**src/rtl/intellight_pkg.sv**
```systemverilog
// Shared IntelLight constants: action encoding {dur, road} and scan FSM states.
package intellight_pkg;

    localparam int N_ROAD       = 4;
    localparam int A_ROAD_WIDTH = 2;
    localparam int A_DUR_WIDTH  = 2;
    localparam int N_LEVEL      = 2 ** A_DUR_WIDTH;
    localparam int A_WIDTH      = A_ROAD_WIDTH + A_DUR_WIDTH;

    typedef enum logic [1:0] {
        IDLE  = 2'd0,
        ISSUE = 2'd1,
        DRAIN = 2'd2,
        DONE  = 2'd3
    } state_t;

endpackage

```
**src/rtl/q_argmax_acc.sv**
```systemverilog
// Signed running max/argmax; init loads unconditionally, ties keep the lower index.
module q_argmax_acc #(
    parameter int Q_WIDTH = 16,
    parameter int A_WIDTH = 4
) (
    input  logic               clk,
    input  logic               rst,
    input  logic               en,
    input  logic               init,
    input  logic [A_WIDTH-1:0] idx,
    input  logic [Q_WIDTH-1:0] val,
    output logic [Q_WIDTH-1:0] nxt_q,
    output logic [A_WIDTH-1:0] nxt_a
);

    logic [Q_WIDTH-1:0] max_q;
    logic [A_WIDTH-1:0] max_a;
    logic               take;

    // Indices arrive ascending, so strict '>' resolves ties to the lowest.
    assign take  = en && (init || ($signed(val) > $signed(max_q)));
    assign nxt_q = take ? val : max_q;
    assign nxt_a = take ? idx : max_a;

    always_ff @(posedge clk) begin
        if (rst) begin
            max_q <= '0;
            max_a <= '0;
        end else if (en) begin
            max_q <= nxt_q;
            max_a <= nxt_a;
        end
    end

endmodule

```
**src/rtl/q_max_search.sv**
```systemverilog
// Q-table scan: reads all actions of a state, reports max, argmax, selected Q
// and the per-level Q vector of the argmax road.
module q_max_search
    import intellight_pkg::*;
#(
    parameter int S_WIDTH = 8,
    parameter int L_WIDTH = 4,
    parameter int Q_WIDTH = 16,
    parameter int RD_LAT  = 1,
    localparam int DW     = L_WIDTH / 2,
    localparam int AW     = A_ROAD_WIDTH + DW,
    localparam int NLV    = 2 ** DW,
    localparam int NA     = 2 ** AW
) (
    input  logic                   clk,
    input  logic                   rst,
    input  logic                   start,
    input  logic [S_WIDTH-1:0]     S,
    input  logic [AW-1:0]          A_in,
    output logic                   busy,
    output logic                   done,
    output logic                   rd_en,
    output logic [S_WIDTH+AW-1:0]  rd_addr,
    input  logic [Q_WIDTH-1:0]     rd_data,
    output logic [Q_WIDTH-1:0]     Q_max,
    output logic [Q_WIDTH-1:0]     Q_sel,
    output logic [AW-1:0]          A_max,
    output logic [Q_WIDTH*NLV-1:0] D
);

    state_t             state;
    logic [S_WIDTH-1:0] s_lat;
    logic [AW-1:0]      a_lat;
    logic [AW-1:0]      a;
    logic [AW-1:0]      a_nxt;
    logic [1:0]         dcnt;

    logic [RD_LAT-1:0]  vld;
    logic [AW-1:0]      pidx [RD_LAT];
    logic               t_vld;
    logic [AW-1:0]      t_idx;

    logic [Q_WIDTH-1:0] cap [NA];
    logic [Q_WIDTH-1:0] sel_q;
    logic [Q_WIDTH-1:0] sel_nxt;
    logic [Q_WIDTH-1:0] max_nxt;
    logic [AW-1:0]      arg_nxt;
    logic [Q_WIDTH*NLV-1:0] d_nxt;
    logic [AW-1:0]      di;

    assign a_nxt = a + AW'(1);
    assign t_vld = vld[RD_LAT-1];
    assign t_idx = pidx[RD_LAT-1];

    // Tag each BRAM return with its action index.
    always_ff @(posedge clk) begin
        if (rst) begin
            vld <= '0;
            for (int i = 0; i < RD_LAT; i++) pidx[i] <= '0;
        end else begin
            vld[0]  <= rd_en;
            pidx[0] <= rd_addr[AW-1:0];
            for (int i = 1; i < RD_LAT; i++) begin
                vld[i]  <= vld[i-1];
                pidx[i] <= pidx[i-1];
            end
        end
    end

    always_ff @(posedge clk) begin
        if (t_vld) cap[t_idx] <= rd_data;
    end

    always_ff @(posedge clk) begin
        if (rst) sel_q <= '0;
        else if (t_vld && t_idx == a_lat) sel_q <= rd_data;
    end

    q_argmax_acc #(
        .Q_WIDTH (Q_WIDTH),
        .A_WIDTH (AW)
    ) u_acc (
        .clk   (clk),
        .rst   (rst),
        .en    (t_vld),
        .init  (t_idx == '0),
        .idx   (t_idx),
        .val   (rd_data),
        .nxt_q (max_nxt),
        .nxt_a (arg_nxt)
    );

    // The final return lands on the same edge as the result update: bypass it.
    always_comb begin
        sel_nxt = (t_vld && t_idx == a_lat) ? rd_data : sel_q;
        d_nxt   = '0;
        di      = '0;
        for (int d = 0; d < NLV; d++) begin
            di = {DW'(d), arg_nxt[A_ROAD_WIDTH-1:0]};
            d_nxt[d*Q_WIDTH +: Q_WIDTH] =
                (t_vld && t_idx == di) ? rd_data : cap[di];
        end
    end

    always_ff @(posedge clk) begin
        if (rst) begin
            state   <= IDLE;
            busy    <= 1'b0;
            done    <= 1'b0;
            rd_en   <= 1'b0;
            rd_addr <= '0;
            Q_max   <= '0;
            Q_sel   <= '0;
            A_max   <= '0;
            D       <= '0;
            s_lat   <= '0;
            a_lat   <= '0;
            a       <= '0;
            dcnt    <= '0;
        end else begin
            done <= 1'b0;
            unique case (state)
                IDLE: begin
                    if (start) begin
                        s_lat   <= S;
                        a_lat   <= A_in;
                        busy    <= 1'b1;
                        rd_en   <= 1'b1;
                        rd_addr <= {S, AW'(0)};
                        a       <= '0;
                        state   <= ISSUE;
                    end
                end
                ISSUE: begin
                    if (a == AW'(NA - 1)) begin
                        rd_en <= 1'b0;
                        dcnt  <= '0;
                        state <= DRAIN;
                    end else begin
                        a       <= a_nxt;
                        rd_addr <= {s_lat, a_nxt};
                    end
                end
                DRAIN: begin
                    if (dcnt == 2'(RD_LAT - 1)) begin
                        Q_max <= max_nxt;
                        A_max <= arg_nxt;
                        Q_sel <= sel_nxt;
                        D     <= d_nxt;
                        done  <= 1'b1;
                        state <= DONE;
                    end else begin
                        dcnt <= dcnt + 2'd1;
                    end
                end
                DONE: begin
                    busy  <= 1'b0;
                    state <= IDLE;
                end
                default: state <= IDLE;
            endcase
        end
    end

endmodule

```
**config.mk**
```make
export PLATFORM = sky130hd
export DESIGN_NAME = q_max_search
export DESIGN_NICKNAME = d
export VERILOG_FILES = /design/src/rtl/intellight_pkg.sv /design/src/rtl/q_argmax_acc.sv /design/src/rtl/q_max_search.sv
export SDC_FILE = /design/constraint.sdc
export NUM_CORES = 1
export LEC_CHECK = 0
export BUFFER_PORTS_ARGS = -buffer_cell sky130_fd_sc_hd__buf_2
export CAP_MARGIN = 25
export CORE_UTILIZATION = 45
export CTS_BUF_LIST = sky130_fd_sc_hd__clkbuf_8
export CTS_CLUSTER_SIZE = 16
export DETAILED_ROUTE_END_ITERATION = 8
export GPL_TIMING_DRIVEN = 0
export PLACE_DENSITY = 0.69
export SLEW_MARGIN = 15
export SYNTH_ARGS = -nofsm -noshare
export SYNTH_HDL_FRONTEND = slang
export SYNTH_SLANG_ARGS = --single-unit
```
**constraint.sdc**
```tcl
create_clock -name clk -period 5.4 [get_ports clk]
set_input_delay 0.27 -clock clk [delete_from_list [all_inputs] [get_ports clk]]
set_output_delay 0.27 -clock clk [all_outputs]
set_load 0.01 [all_outputs]
```
# [Yosys cells after proc, flatten, opt, wreduce, memory -nomap -nowiden]
# Memory sizes are Yosys's and may differ from the RTL's. A register that Yosys moved wholly into a read port is not among the register bits.
# Cells that the tools add are included.
[classes] add_sub_neg=2 n_lt_le_gt_ge=1 eq_ne=10 mux=28 bitwise_logic=1 n_reduce_logical=18
[op_table] operator="16-bit two-way mux" count=2
[op_table] operator="12-bit two-way mux" count=2
[op_table] operator="12-bit case mux with 2 select lines" count=1
[op_table] operator="16-bit greater-than comparator" count=1
[op_table] operator="4-bit two-way mux" count=4
[op_table] operator="3-bit AND reduction" count=4
[op_table] operator="2-bit two-way mux" count=5
[op_table] operator="2-bit inequality test (second input constant)" count=5
[op_table] operator="1-bit two-way mux" count=9
[op_table] operator="2-bit case mux with 4 select lines" count=1
[op_table] operator="4-bit case mux with 2 select lines" count=1
[op_table] operator="2-bit AND reduction" count=3
[op_table] operator="2-bit nonzero test" count=3
[op_table] operator="4-bit by 1-bit adder with 4-bit output (second input constant)" count=1
[op_table] operator="2-bit equality test (second input constant)" count=2
[op_table] operator="4-bit equality test" count=1
[op_table] operator="4-bit equality test (second input constant)" count=1
[op_table] operator="2-bit zero test" count=2
[op_table] operator="4-bit zero test" count=1
[op_table] operator="1-bit case mux with 2 select lines" count=2
[op_table] operator="2-bit case mux with 2 select lines" count=1
[op_table] operator="4-bit OR reduction" count=1
[op_table] operator="2-bit by 1-bit adder with 2-bit output (second input constant)" count=1
[op_table] operator="2-bit by 1-bit equality test with 1-bit output (second input constant)" count=1
[op_table] operator="other kinds (4)" count=5
[totals] regBits=108 ramBits=260 out_inout_bits=115 wordCells=78 mem_count=2
[mem_list] memory="cap" words=16 word_bits=16 rd=4 rd_ports_with_merged_regs=4 wr=1 line="q_max_search.sv:43" source="logic [Q_WIDTH-1:0] cap [NA];"
[mem_list] memory="pidx" words=1 word_bits=4 rd=1 rd_ports_with_merged_regs=0 wr=1 line="q_max_search.sv:39" source="logic [AW-1:0] pidx [RD_LAT];"

# [Depth between registers and ports, before layout]
# An unclocked memory read counts as a cell.
[depth] word_depth=5 depth_mapped=12 depth_no_buf=10

# [Hierarchy]
# A second synthesis with hierarchy kept.
[unflattened] cells_unflattened=1288 hier_area_um2=17260.3
[by_module_without_submodules] mod="q_max_search" instances=1 cells_per_inst=1117 area_each_um2=15595.0 seq_area_each_um2=10730.3
[by_module_without_submodules] mod="q_argmax_acc" instances=1 cells_per_inst=171 area_each_um2=1665.3 seq_area_each_um2=400.4

# [Least setup slack after synthesis]
# OpenSTA, ideal clock, no wires.
[synth_timing] path_kind="reg-to-reg" start="reg u_acc.max_q[7]" end="reg D[0], read port of cap" t_arrival_ns=2.620 t_required_ns=5.277 setup_slack_ns=2.656 stages_incl_launch_ff=12 n_path_buf=1 period_less_slack_ns=2.744 path_cell_list="dfxtp_1 -> inv_1 -> ha_1 -> and3_1 -> a221oi_1 -> o211ai_1 -> o31ai_4 -> nor2_2 -> a31oi_1 -> buf_2 -> a21o_1 -> a31oi_1"
[synth_between] elab_chain_len=4
[synth_lines] element="start: declaration" line="q_argmax_acc.sv:16" source="logic [Q_WIDTH-1:0] max_q;"
[synth_lines] element="start signal: assignment" line="q_argmax_acc.sv:30" source="max_q <= nxt_q;"
[synth_lines] element="16-bit greater-than comparator" line="q_argmax_acc.sv:21" source="assign take = en && (init || ($signed(val) > $signed(max_q)));"
[synth_lines] element="1-bit logical OR" line="q_argmax_acc.sv:21"
[synth_lines] element="1-bit logical AND" line="q_argmax_acc.sv:21"
[synth_lines] element="4-bit two-way mux" line="q_argmax_acc.sv:23" source="assign nxt_a = take ? idx : max_a;"
[synth_lines] element="end: declaration" line="q_max_search.sv:28" source="output logic [Q_WIDTH*NLV-1:0] D"
# No other way between the ends.
# A chain may end at the register's enable or synchronous reset.

# [Final worst setup path]
[layout_timing] start="reg u_acc.max_q[7]" end="reg D[33], read port of cap"
# Same word-level chain as after synthesis.

==> impl_metrics.toml <==
[yosys]
synth-seq-cells = 428
yosysWarnings = 0
netlist.area_leader.share_pct = 43.27
ys_types = 61
synth_top_flop_cell = "edfxtp_1"
netlist_area_um2 = 17770
yosys-top-cells-area = "edfxtp_1 43%, dfxtp_1 19%, a21boi_0 4.1%"
async_flop_share_pct = 0
synth_common_cells = "256 x edfxtp_1, 172 x dfxtp_1, 109 x o21ai_0"
synth.most_common_cell = "edfxtp_1"
synth-edff-count = 256
synthCells = 1525
syn-num-nets = 1578
ys_seq_area_share_pct = 62.65
syn_avg_cell_area_um2 = 11.65
synth.largest_area_cell = "edfxtp_1"

[detailed_routing]
vias = 13376
drc = 0
wire_per_inst_um = 21.77
drt_iter0_markers = 1365
finalWirelength_um = 50980
postRouteAntennaNets = 0
routed_via_density = 5.711
dr.pass1.iters = 6

[global_route]
track_usage_pct = 25.04
first_global_vias = 13138
grt_pass1_wl_um = 77220
overflow = 0
grt_max_degree = 24
antenna_found_initial = 0

[setup_path]
cp_max_fo = 10
cpPeakStageDelay_ps = 450
cp_top_family = "compound AO/OA/AOI/OAI gates"
cp_slowest_cell = "nand2_1"
cp.required_ps = 5880
timing.critical_path.buf_inv = 3
path_cells = "inv_1 > ha_1 > and3_1 > a221oi_1 > o211ai_1 > o31a_1 > nand2_1 > buf_2 > clkbuf_1 > a21boi_0 > o21ai_1 > a31oi_1"
critPathKind = "register to register"
startpoint_type = "register"
cp.arrival_ps = 4150
worstSetupEndpointType = "register"

[sta]
post-route-period-util_pct = 67.95
fin_crit_ps = 3669
timing.hold.ws_ps = 111.6
drv_slew = 0
rsz0062_at_grt = "no"
fin_tns_setup_ps = 0
clock-skew-final_ps = 36.56
fmax_ghz = 0.2725
setup_viol = 0
hold_viol_final = 0
max_slew_margin_pct = 38.04
worst_pin_slew_ps = 929.4

[finish]
final_area_um2 = 20760
fill_cells = 3349
num-nets-final = 1820
syn2layout_area_growth_pct = 16.87
num_antenna_cells = 0
drive_gt1_share_pct = 16.94
multiInputGateArea_um2 = 6072
regArea_um2 = 11130

[place]
io_buffers = 144
dp_hpwl_um = 33200
gp_congestion = 0.8659
placed_cell_area_um2 = 19280

[die]
die_w_um = 200.7
die_y_um = 200.7
initial_core_util_pct = 45.76
ioPinCount = 146
dieArea_um2 = 40280
rows = 72
core-area_um2 = 38830

[clock_tree]
cts_tree = "done"
clk_latency_ps = 620
cts_resized = 0
cts_made_buffers = 72
cts_setup_buffers = 0
cts_root_buf = "clkbuf_8"
ctsHoldBuffers = 14
clockBufferDepth = 3
clk_pin_slew_ps = 60
cts_htree_levels = 3
clock_sinks = 428

[power_and_ir_drop]
ir_worst_vdd_mv = 0.2908
total_leakage_power_nw = 8.090
power.density_nw_per_um2 = 429.7

[run]
max-cap-violations = 0

[min_path]
hold_path_class = "input port to register"

[run_status]
status = "finished clean"
cell usage in the layout, fill, tap and decap left out, types with 22 or more instances in the layout:
cell / instances
o21ai_0: 109
a31oi_1: 65
mux2i_1: 42
clkbuf_8: 80
nand2_1: 42
and3_1: 97
o21bai_1: 64
edfxtp_1: 256
nand3_1: 35
nor2_1: 91
o21ai_1: 25
dfxtp_1: 172
a21oi_1: 93
a211oi_1: 43
a21boi_0: 98
a21o_1: 37
ha_1: 22
clkbuf_1: 88
inv_1: 62
buf_2: 170
metal layers:
metal  track usage, %  vias to the layer above  wire length [µm]
met2            39.99                      628             23670
met1            33.55                     6471             21260
met4            10.36                        0              1488
met5                0                        -                 0
li1                 -                     6184                 -
met3            4.740                       93              4562
cell families (layout without fill, tap and decap cells):
family	Yosys count	after routing	share of synthesized area (%)
AND/OR/NAND/NOR	318	318	9.127
AO/OA/AOI/OAI	559	559	20.42
adder cells (fa/ha/maj)	22	22	1.549
buffers and inverters	147	446	3.423
flip-flops	428	428	62.65
multiplexers	43	43	2.430
XOR/XNOR	8	8	0.3944
sequential cells by signal, summed over array words and instances (netlist names), 2 cells and up:
| name | flops |
|---|---|
| A_max | 4 |
| D | 64 |
| Q_max | 16 |
| Q_sel | 16 |
| a_lat | 4 |
| cap | 256 |
| dcnt | 2 |
| pidx | 4 |
| rd_addr | 12 |
| s_lat | 8 |
| sel_q | 16 |
| state | 2 |
| u_acc.max_a | 4 |
| u_acc.max_q | 16 |
path summary, 6_finish.rpt:
check                         startpoint                    end  slack (ps)  cells past startpoint
min                                start      busy$_SDFFE_PP0P_         110                      4
max reg2reg  u_acc.max_q[7]$_SDFFE_PP0P_     D[33]$_SDFFE_PP0P_        1730                     12
max          u_acc.max_q[7]$_SDFFE_PP0P_     D[33]$_SDFFE_PP0P_        1730                     12
min reg2reg        s_lat[1]$_SDFFE_PP0P_  s_lat[1]$_SDFFE_PP0P_         460                      2
power breakdown:
group          switching [W]  internal (W)
clock                0.00127       0.00140
combinational        0.00135      0.000765
sequential          0.000255       0.00387
total                0.00288       0.00604
final cells by class:
cell class	count	share of cell area, %
buffer	120	2.435
clock buffer	80	5.303
clock inverter	51	1.115
inverter	27	0.4942
multi-input combinational	950	29.25
sequential	428	53.61
tap	518	3.122
timing repair buffer	168	4.676
stage by stage:
step	setup slack, ps	power, W	utilization (%)	instances
3_3_place_gp	1337	0.006208	49.28	2187
2_1_floorplan	2656	0.005411	-	1525
5_1_grt	1488	0.009337	53.47	2342
3_5_place_dp	1279	0.006284	49.67	2196
6_report	1731	0.008922	53.47	2342
4_1_cts	1763	0.008949	53.46	2341
tightest hold or removal path: cells and delay by family:
family                 cells  cell delay, ps
buffers and inverters      1              90
AO/OA/AOI/OAI              2             220
AND/OR/NAND/NOR            1              80
(Power assumes the default switching activity.)
